### config.mk
export PLATFORM = sky130hd
export DESIGN_NAME = dmi_core_to_jtag_rsp
export DESIGN_NICKNAME = d
export VERILOG_FILES = /design/src/rtl/dmi_pkg.sv /design/src/rtl/dmi_core_to_jtag_rsp.sv
export SDC_FILE = /design/constraint.sdc
export NUM_CORES = 1
export LEC_CHECK = 0
export BUFFER_PORTS_ARGS = -buffer_cell sky130_fd_sc_hd__buf_2
export CAP_MARGIN = 20
export CORE_ASPECT_RATIO = 1.2
export CORE_MARGIN = 4
export CORE_UTILIZATION = 50
export CTS_BUF_LIST = sky130_fd_sc_hd__clkbuf_4 sky130_fd_sc_hd__clkbuf_8
export CTS_CLUSTER_SIZE = 25
export DETAILED_ROUTE_END_ITERATION = 8
export PLACE_DENSITY_LB_ADDON = 0.15
export SLEW_MARGIN = 30
export SYNTH_ARGS = -nofsm -noshare
export SYNTH_HDL_FRONTEND = slang
export SYNTH_SLANG_ARGS = --single-unit
export TNS_END_PERCENT = 5
### constraint.sdc
create_clock -name clk -period 2.3 [get_ports clk]
set_clock_uncertainty 0.1 [all_clocks]
set_input_delay 0.115 -clock clk [delete_from_list [all_inputs] [get_ports clk]]
set_output_delay 0.115 -clock clk [all_outputs]
set_load 0.005 [all_outputs]
### src/rtl/dmi_pkg.sv
// Shared DMI definitions: status encoding, return-path FSM states and default widths.
package dmi_pkg;

  localparam int DMI_ADDR_W = 7;
  localparam int DMI_DATA_W = 32;

  // BUSY is never produced by the core side; the TCK side maps overrun onto it.
  typedef enum logic [1:0] {
    DMI_SUCCESS = 2'd0,
    DMI_FAILED  = 2'd2,
    DMI_BUSY    = 2'd3
  } dmi_status_e;

  typedef enum logic [1:0] {
    RSP_IDLE = 2'd0,
    RSP_REQ  = 2'd1,
    RSP_WAIT = 2'd2
  } dmi_rsp_state_e;

endpackage

### src/rtl/dmi_core_to_jtag_rsp.sv
// Core-side DMI return path: turns a synchronized access pulse into one valid/ready
// request, waits for the response (with timeout) and holds the result for TCK sampling.
module dmi_core_to_jtag_rsp
  import dmi_pkg::*;
#(
  parameter int ADDR_W         = DMI_ADDR_W,
  parameter int DATA_W         = DMI_DATA_W,
  parameter int TIMEOUT_CYCLES = 1024
) (
  input  logic              clk,
  input  logic              rst_n,
  input  logic              reg_en,
  input  logic              reg_wr_en,
  input  logic [ADDR_W-1:0] reg_addr,
  input  logic [DATA_W-1:0] reg_wdata,
  output logic              dmi_req_valid,
  output logic              dmi_req_wr,
  output logic [ADDR_W-1:0] dmi_req_addr,
  output logic [DATA_W-1:0] dmi_req_wdata,
  input  logic              dmi_req_ready,
  input  logic              dmi_rsp_valid,
  input  logic [DATA_W-1:0] dmi_rsp_rdata,
  input  logic              dmi_rsp_err,
  output logic [DATA_W-1:0] rd_data,
  output logic [1:0]        rsp_status,
  output logic              busy,
  output logic              done_tgl,
  output logic              overrun,
  input  logic              clr_overrun
);

  localparam int              CNT_W    = $clog2(TIMEOUT_CYCLES);
  localparam logic [CNT_W-1:0] CNT_LAST = CNT_W'(TIMEOUT_CYCLES - 1);

  dmi_rsp_state_e    state;
  logic [CNT_W-1:0]  cnt;
  logic              req_wr;
  logic [ADDR_W-1:0] req_addr;
  logic [DATA_W-1:0] req_wdata;
  logic              rsp_take;
  logic              tmo_hit;

  // A response coinciding with the accept counts as already being in WAIT_RSP.
  assign rsp_take = dmi_rsp_valid &&
                    ((state == RSP_WAIT) || (state == RSP_REQ && dmi_req_ready));
  assign tmo_hit  = (state != RSP_IDLE) && (cnt == CNT_LAST) && !rsp_take;

  assign dmi_req_valid = (state == RSP_REQ);
  assign dmi_req_wr    = req_wr;
  assign dmi_req_addr  = req_addr;
  assign dmi_req_wdata = req_wdata;

  always_ff @(posedge clk or negedge rst_n) begin
    if (!rst_n) begin
      state      <= RSP_IDLE;
      cnt        <= '0;
      req_wr     <= 1'b0;
      req_addr   <= '0;
      req_wdata  <= '0;
      rd_data    <= '0;
      rsp_status <= DMI_SUCCESS;
      busy       <= 1'b0;
      done_tgl   <= 1'b0;
    end else begin
      case (state)
        RSP_IDLE: begin
          if (reg_en) begin
            req_wr    <= reg_wr_en;
            req_addr  <= reg_addr;
            req_wdata <= reg_wdata;
            busy      <= 1'b1;
            cnt       <= '0;
            state     <= RSP_REQ;
          end
        end
        RSP_REQ, RSP_WAIT: begin
          if (rsp_take) begin
            if (!req_wr) begin
              rd_data <= dmi_rsp_rdata;
            end
            rsp_status <= dmi_rsp_err ? DMI_FAILED : DMI_SUCCESS;
            busy       <= 1'b0;
            done_tgl   <= ~done_tgl;
            state      <= RSP_IDLE;
          end else if (tmo_hit) begin
            rsp_status <= DMI_FAILED;
            busy       <= 1'b0;
            done_tgl   <= ~done_tgl;
            state      <= RSP_IDLE;
          end else begin
            cnt <= cnt + 1'b1;
            if (state == RSP_REQ && dmi_req_ready) begin
              state <= RSP_WAIT;
            end
          end
        end
        default: state <= RSP_IDLE;
      endcase
    end
  end

  // Set wins over a coincident clear so a dropped access is never lost.
  always_ff @(posedge clk or negedge rst_n) begin
    if (!rst_n) begin
      overrun <= 1'b0;
    end else if (reg_en && state != RSP_IDLE) begin
      overrun <= 1'b1;
    end else if (clr_overrun) begin
      overrun <= 1'b0;
    end
  end

endmodule

* Word level (Yosys, flattened, before mapping)
Cells that the tools add are included.
** Storage, ports and cells
- Register bits :: 89
- Bits in read-only memories :: 0
- RAM bits :: 0
- Bits in latches :: 0
- Memories :: 0
- Word-level logic and storage cells :: 60
- Input port bits :: 79
- Output and inout port bits :: 78
** Operators by class
- Mux-type cells :: 20
- Shift operators :: 0
- Order comparisons :: 0
- Reductions and logical operators :: 19
- Bitwise gates (word level) :: 2
- Divide/modulo/power cells :: 0
- $mul :: 0
- $add $sub $neg :: 1
- Equal/unequal tests :: 8
** Operators with widths (count)
- 10-bit two-way mux :: 3
- 10-bit case mux with 2 select lines :: 1
- 2-bit two-way mux :: 7
- 10-bit by 1-bit adder with 10-bit output, second input constant :: 1
- 10-bit equality test, second input constant :: 1
- 2-bit nonzero test :: 4
- 1-bit two-way mux :: 7
- 2-bit != test, second input constant :: 3
- 2-bit AND reduction :: 3
- 3-bit AND reduction :: 2
- 1-bit logical AND :: 5
- 4-bit != test, second input constant :: 1
- 2-bit case mux with 2 select lines :: 1
- 4-bit AND reduction :: 1
- 3-bit != test, second input constant :: 1
- 2-bit by 1-bit equality test with 1-bit output, second input constant :: 1
- 2-bit equality test, second input constant :: 1
- 2-bit zero test :: 1
- 1-bit inverter :: 2
- 1-bit case mux with 2 select lines :: 1
- 2-bit OR reduction :: 1
- 1-bit zero test :: 1
- 1-bit logical OR :: 1

* Longest topological paths before layout
- Depth after elaboration :: 9
- Depth in mapped cells :: 8
- Mapped depth without buffers :: 6

* Worst setup path after synthesis
No wires, ideal clock.
- Path type :: register -> register
- From :: register state[0]
- To :: register rd_data[0]
- Period minus slack after synthesis :: 2105 ps
- Arrival :: 1880 ps
- Stages on the path, launching flop included :: 9
- Required time :: 2075 ps
- Path buffers :: 3
- Library setup time :: 125 ps
- Slack :: 195 ps
- Cell sequence :: dfrtp_1 > inv_1 > ha_1 > buf_2 > inv_2 > or3_1 > buf_6 > buf_12 > mux2_4
** Between the ends
- Cells in the longest elaborated chain, start to end :: 5
- Elaborated cells between the ends (all ways) :: 7
- Those cells by class :: eq/ne: 2; reduce/logical: 5
** Ends and longest elaborated chain
- start: declaration :: line dmi_core_to_jtag_rsp.sv:35 : dmi_rsp_state_e state;
- start signal: assignment :: line dmi_core_to_jtag_rsp.sv:55 : state <= RSP_IDLE;
- start signal: assignment :: line dmi_core_to_jtag_rsp.sv:73 : state <= RSP_REQ;
- start signal: assignment :: line dmi_core_to_jtag_rsp.sv:84 : state <= RSP_IDLE;
- 2-bit by 1-bit equality test with 1-bit output :: line dmi_core_to_jtag_rsp.sv:45, dmi_core_to_jtag_rsp.sv:65
- 1-bit logical AND :: line dmi_core_to_jtag_rsp.sv:45 : ((state == RSP_WAIT) || (state == RSP_REQ && dmi_req_ready));
- 1-bit logical OR :: line dmi_core_to_jtag_rsp.sv:45
- 1-bit logical AND :: line dmi_core_to_jtag_rsp.sv:44 : assign rsp_take = dmi_rsp_valid &&
- 3-bit AND reduction (no line) *
- end signal: assignment :: line dmi_core_to_jtag_rsp.sv:79 : rd_data <= dmi_rsp_rdata;
- end: declaration :: line dmi_core_to_jtag_rsp.sv:24 : output logic [DATA_W-1:0] rd_data,
Every way passes the cells marked *; elsewhere a longest branch is shown, timed or not.
A chain may end at the register's enable or synchronous reset.

* Final worst setup path
- From :: register state[1]
- To :: register rd_data[24]
Same word-level chain as after synthesis.

==> impl_metrics.py <==
metrics = {
    "cells_and_area": {
        "nFillCells": 438,
        "syn_to_final_growth_pct": 48.2,
        "num_antenna_cells": 0,
        "nets": 591,
        "drive_above_1_share": 0.515,
        "finalNonFillerCells": 601,
        "design_area_um2": 5710,
    },
    "die": {
        "io_pins": 157,
        "die-height_um": 104,
        "start_util": 0.524,
        "std_cell_rows": 34,
        "die-width_um": 88.2,
        "die-area_um2": 9180,
        "core_um2": 7360,
    },
    "route": {
        "drt-total-wl_um": 10900,
        "ant_nets": 0,
        "wl_per_cell_um": 18.1,
        "drc": 0,
        "via_per_inst": 5.24,
        "drtPass1Iterations": 4,
        "drt_iter0_drc": 125,
        "num_vias": 3150,
    },
    "global_route": {
        "grt_overflow_total": 0,
        "grt_pass1_wl_um": 17200,
        "grt_pass1_vias": 3395,
        "grt_max_degree": 41,
        "grt_antenna_before_repair": 0,
        "track_usage": 0.242,
    },
    "synth": {
        "synth_edf_count": 0,
        "ys_types": 47,
        "synth-seq-cells": 88,
        "ys_warn_count": 0,
        "syn_area_per_cell_um2": 14.5,
        "synth_fp_nets": 350,
        "synth_area_um2": 3850,
        "ys.flop_type": "dfrtp_1",
        "async_reset_ff_frac": 1.00,
        "syn_inst": 265,
        "ys_seq_area_frac": 0.571,
    },
    "placed_design": {
        "pre_cts_slack_ns": 0.0852,
        "place_area_um2": 4750,
        "place_congestion": 0.841,
        "portBuffers": 155,
        "dp.cells": 509,
        "dp_hpwl_um": 6920,
    },
    "worst_hold_path": {
        "hold_path_class": "input port to flop",
    },
    "timing": {
        "fmax_ghz": 0.452,
        "whs_ns": 0.130,
        "setup_ws_ns": 0.0893,
        "max_slew_margin": 0.657,
        "fin_setup_tns_ns": 0,
        "slew_viol_final": 0,
        "finalCriticalPeriod_ns": 2.21,
        "setup-violations-final": 0,
        "rsz0062_at_grt": "false",
        "tightest_slew_ns": 0.515,
        "period_share": 0.961,
        "final-hold-violation-count": 0,
    },
    "worst_setup_path": {
        "r2r-start": "state[1]",
        "arrival_ns": 2.34,
        "cp_max_fo": 32,
        "rr_worst_depth": 7,
        "start_kind": "flop",
        "r2r_end": "rd_data[24]",
        "rrSetupSlack_ns": 0.09,
        "crit_path_end": "rd_data[24]",
        "end_kind": "flop",
        "critPathKind": "flop to flop",
        "cp.required_ns": 2.43,
        "cp-startpoint": "state[1]",
    },
    "pwr": {
        "vdd_drop_max_uv": 732,
        "total_leakage_power_nw": 2.90,
        "cellPowerDensity_nw_per_um2": 1150,
    },
    "clocking": {
        "cts_tree": "built",
        "clk_pin_slew_worst_paths_ns": 0.09,
        "clock_path_buffers": 2,
        "cts_made_buffers": 9,
        "htreeDepth": 3,
        "cts_setup_buffers": 0,
        "cts.sinks": 88,
        "ctsRootBufferMaster": "clkbuf_8",
        "clock_latency_ns": 0.34,
    },
    "outcome": {
        "outcome": "finished clean",
    },
    "run": {
        "cap_viol_max_count": 0,
    },
}
[worst min path at each step]
stage                             start     endpoint  slack (ns)  cells after the start
after global routing      dmi_rsp_valid       cnt[4]        0.14                      4
after CTS                 dmi_req_ready     state[1]         0.1                      3
final                     dmi_rsp_valid       cnt[4]        0.13                      4
after global placement            rst_n  rd_data[16]        0.02                      1
after floorplan                   rst_n         busy       -0.28                      0
after detailed placement          rst_n  rd_data[20]        0.02                      1
[worst max-delay path: stages (launching register included)]
cell and delay [ns]:
dfrtp_1 0.41, inv_1 0.13, ha_2 0.25, a21o_4 0.16
nand2_4 0.05, or3_2 0.44, buf_12 0.22, mux2_4 0.33
[power by group]
part           switching (mW)  internal [mW]
clock                   0.555          0.440
sequential              0.418           2.26
combinational            1.23           1.66
total                    2.20           4.37
[synth_stat cells, drive strengths merged (2+ instances only)]
master	instances	area [µm²]
a211o	2	17.5
a211oi	2	15.0
a21o	2	22.5
a21oi	8	40.0
a31oi	4	25.0
a41o	2	20.0
buf	7	95.1
clkbuf	5	18.8
dfrtp	88	2200
ha	6	75.1
inv	8	30.0
mux2	73	935
nand2	10	45.0
nand3	7	35.0
nand4	4	25.0
nor2	5	18.8
nor3	3	15.0
o211ai	2	15.0
o21ai	2	10.0
o311ai	4	35.0
o31ai	2	15.0
or3	3	23.8
[per-layer routing]
metal | up-vias | part of all wire | global-route usage
li1 | 1446 | - | -
met1 | 1553 | 0.38 | 0.272
met2 | 120 | 0.53 | 0.436
met3 | 31 | 0.057 | 0.0507
met4 | 0 | 0.031 | 0.0950
met5 | - | 0 | 0
[logic make-up (layout without fill, tap and decap cells)]
logic type                 after synthesis  in the layout  share of synthesized area
DFF                                     88             88                      0.571
muxes                                   73             73                      0.242
and+or+nand+nor                         41             41                     0.0591
AOI/OAI and AO/OA                       35             35                     0.0672
buffers and inverters                   20            266                     0.0373
adders and majority gates                6              6                     0.0195
other                                    1              1                   0.000973
xor gates and xnor gates                 1              1                    0.00227
[sequential cells by signal, summed over array words and instances (netlist names), 2 cells and up]
register	flops
dmi_req_addr	7
state	2
dmi_req_wdata	32
cnt	10
rd_data	32
[cell usage in the layout (no fill, tap or decap), types with 4 or more instances in the layout]
cell type      count
buf_2            154
dfrtp_1           88
dlygate4sd3_1     76
mux2_2            43
mux2_4            30
clkbuf_8          10
nand2_1            9
buf_4              9
a21oi_1            8
inv_1              7
nand3_1            7
nor2_1             5
ha_1               5
nand4_1            4
[what timing repair did]
item                                    in CTS  in global routing
gates resized for setup                      0                  3
hold endpoints to repair                   112                  0
hold buffers                                76                  0
endpoints found under the setup margin       0                 24
[metrics by stage]
stage               power, mW   util
global placement         5.28  0.646
finish                   6.56  0.776
floorplan                4.21      -
global route             6.99  0.776
detailed placement       5.40  0.646
CTS                      6.52  0.774
[cell type report]
type | count | area (µm²) | area share
timing repair buffer | 242 | 1660 | 0.290
sequential | 88 | 2200 | 0.385
clock inverter | 5 | 40.0 | 0.00701
clock buffer | 11 | 145 | 0.0254
tap | 90 | 113 | 0.0197
inverter | 8 | 30.0 | 0.00526
multi-input combinational | 157 | 1520 | 0.267
Note: power is estimated with default switching activity, not from simulation.
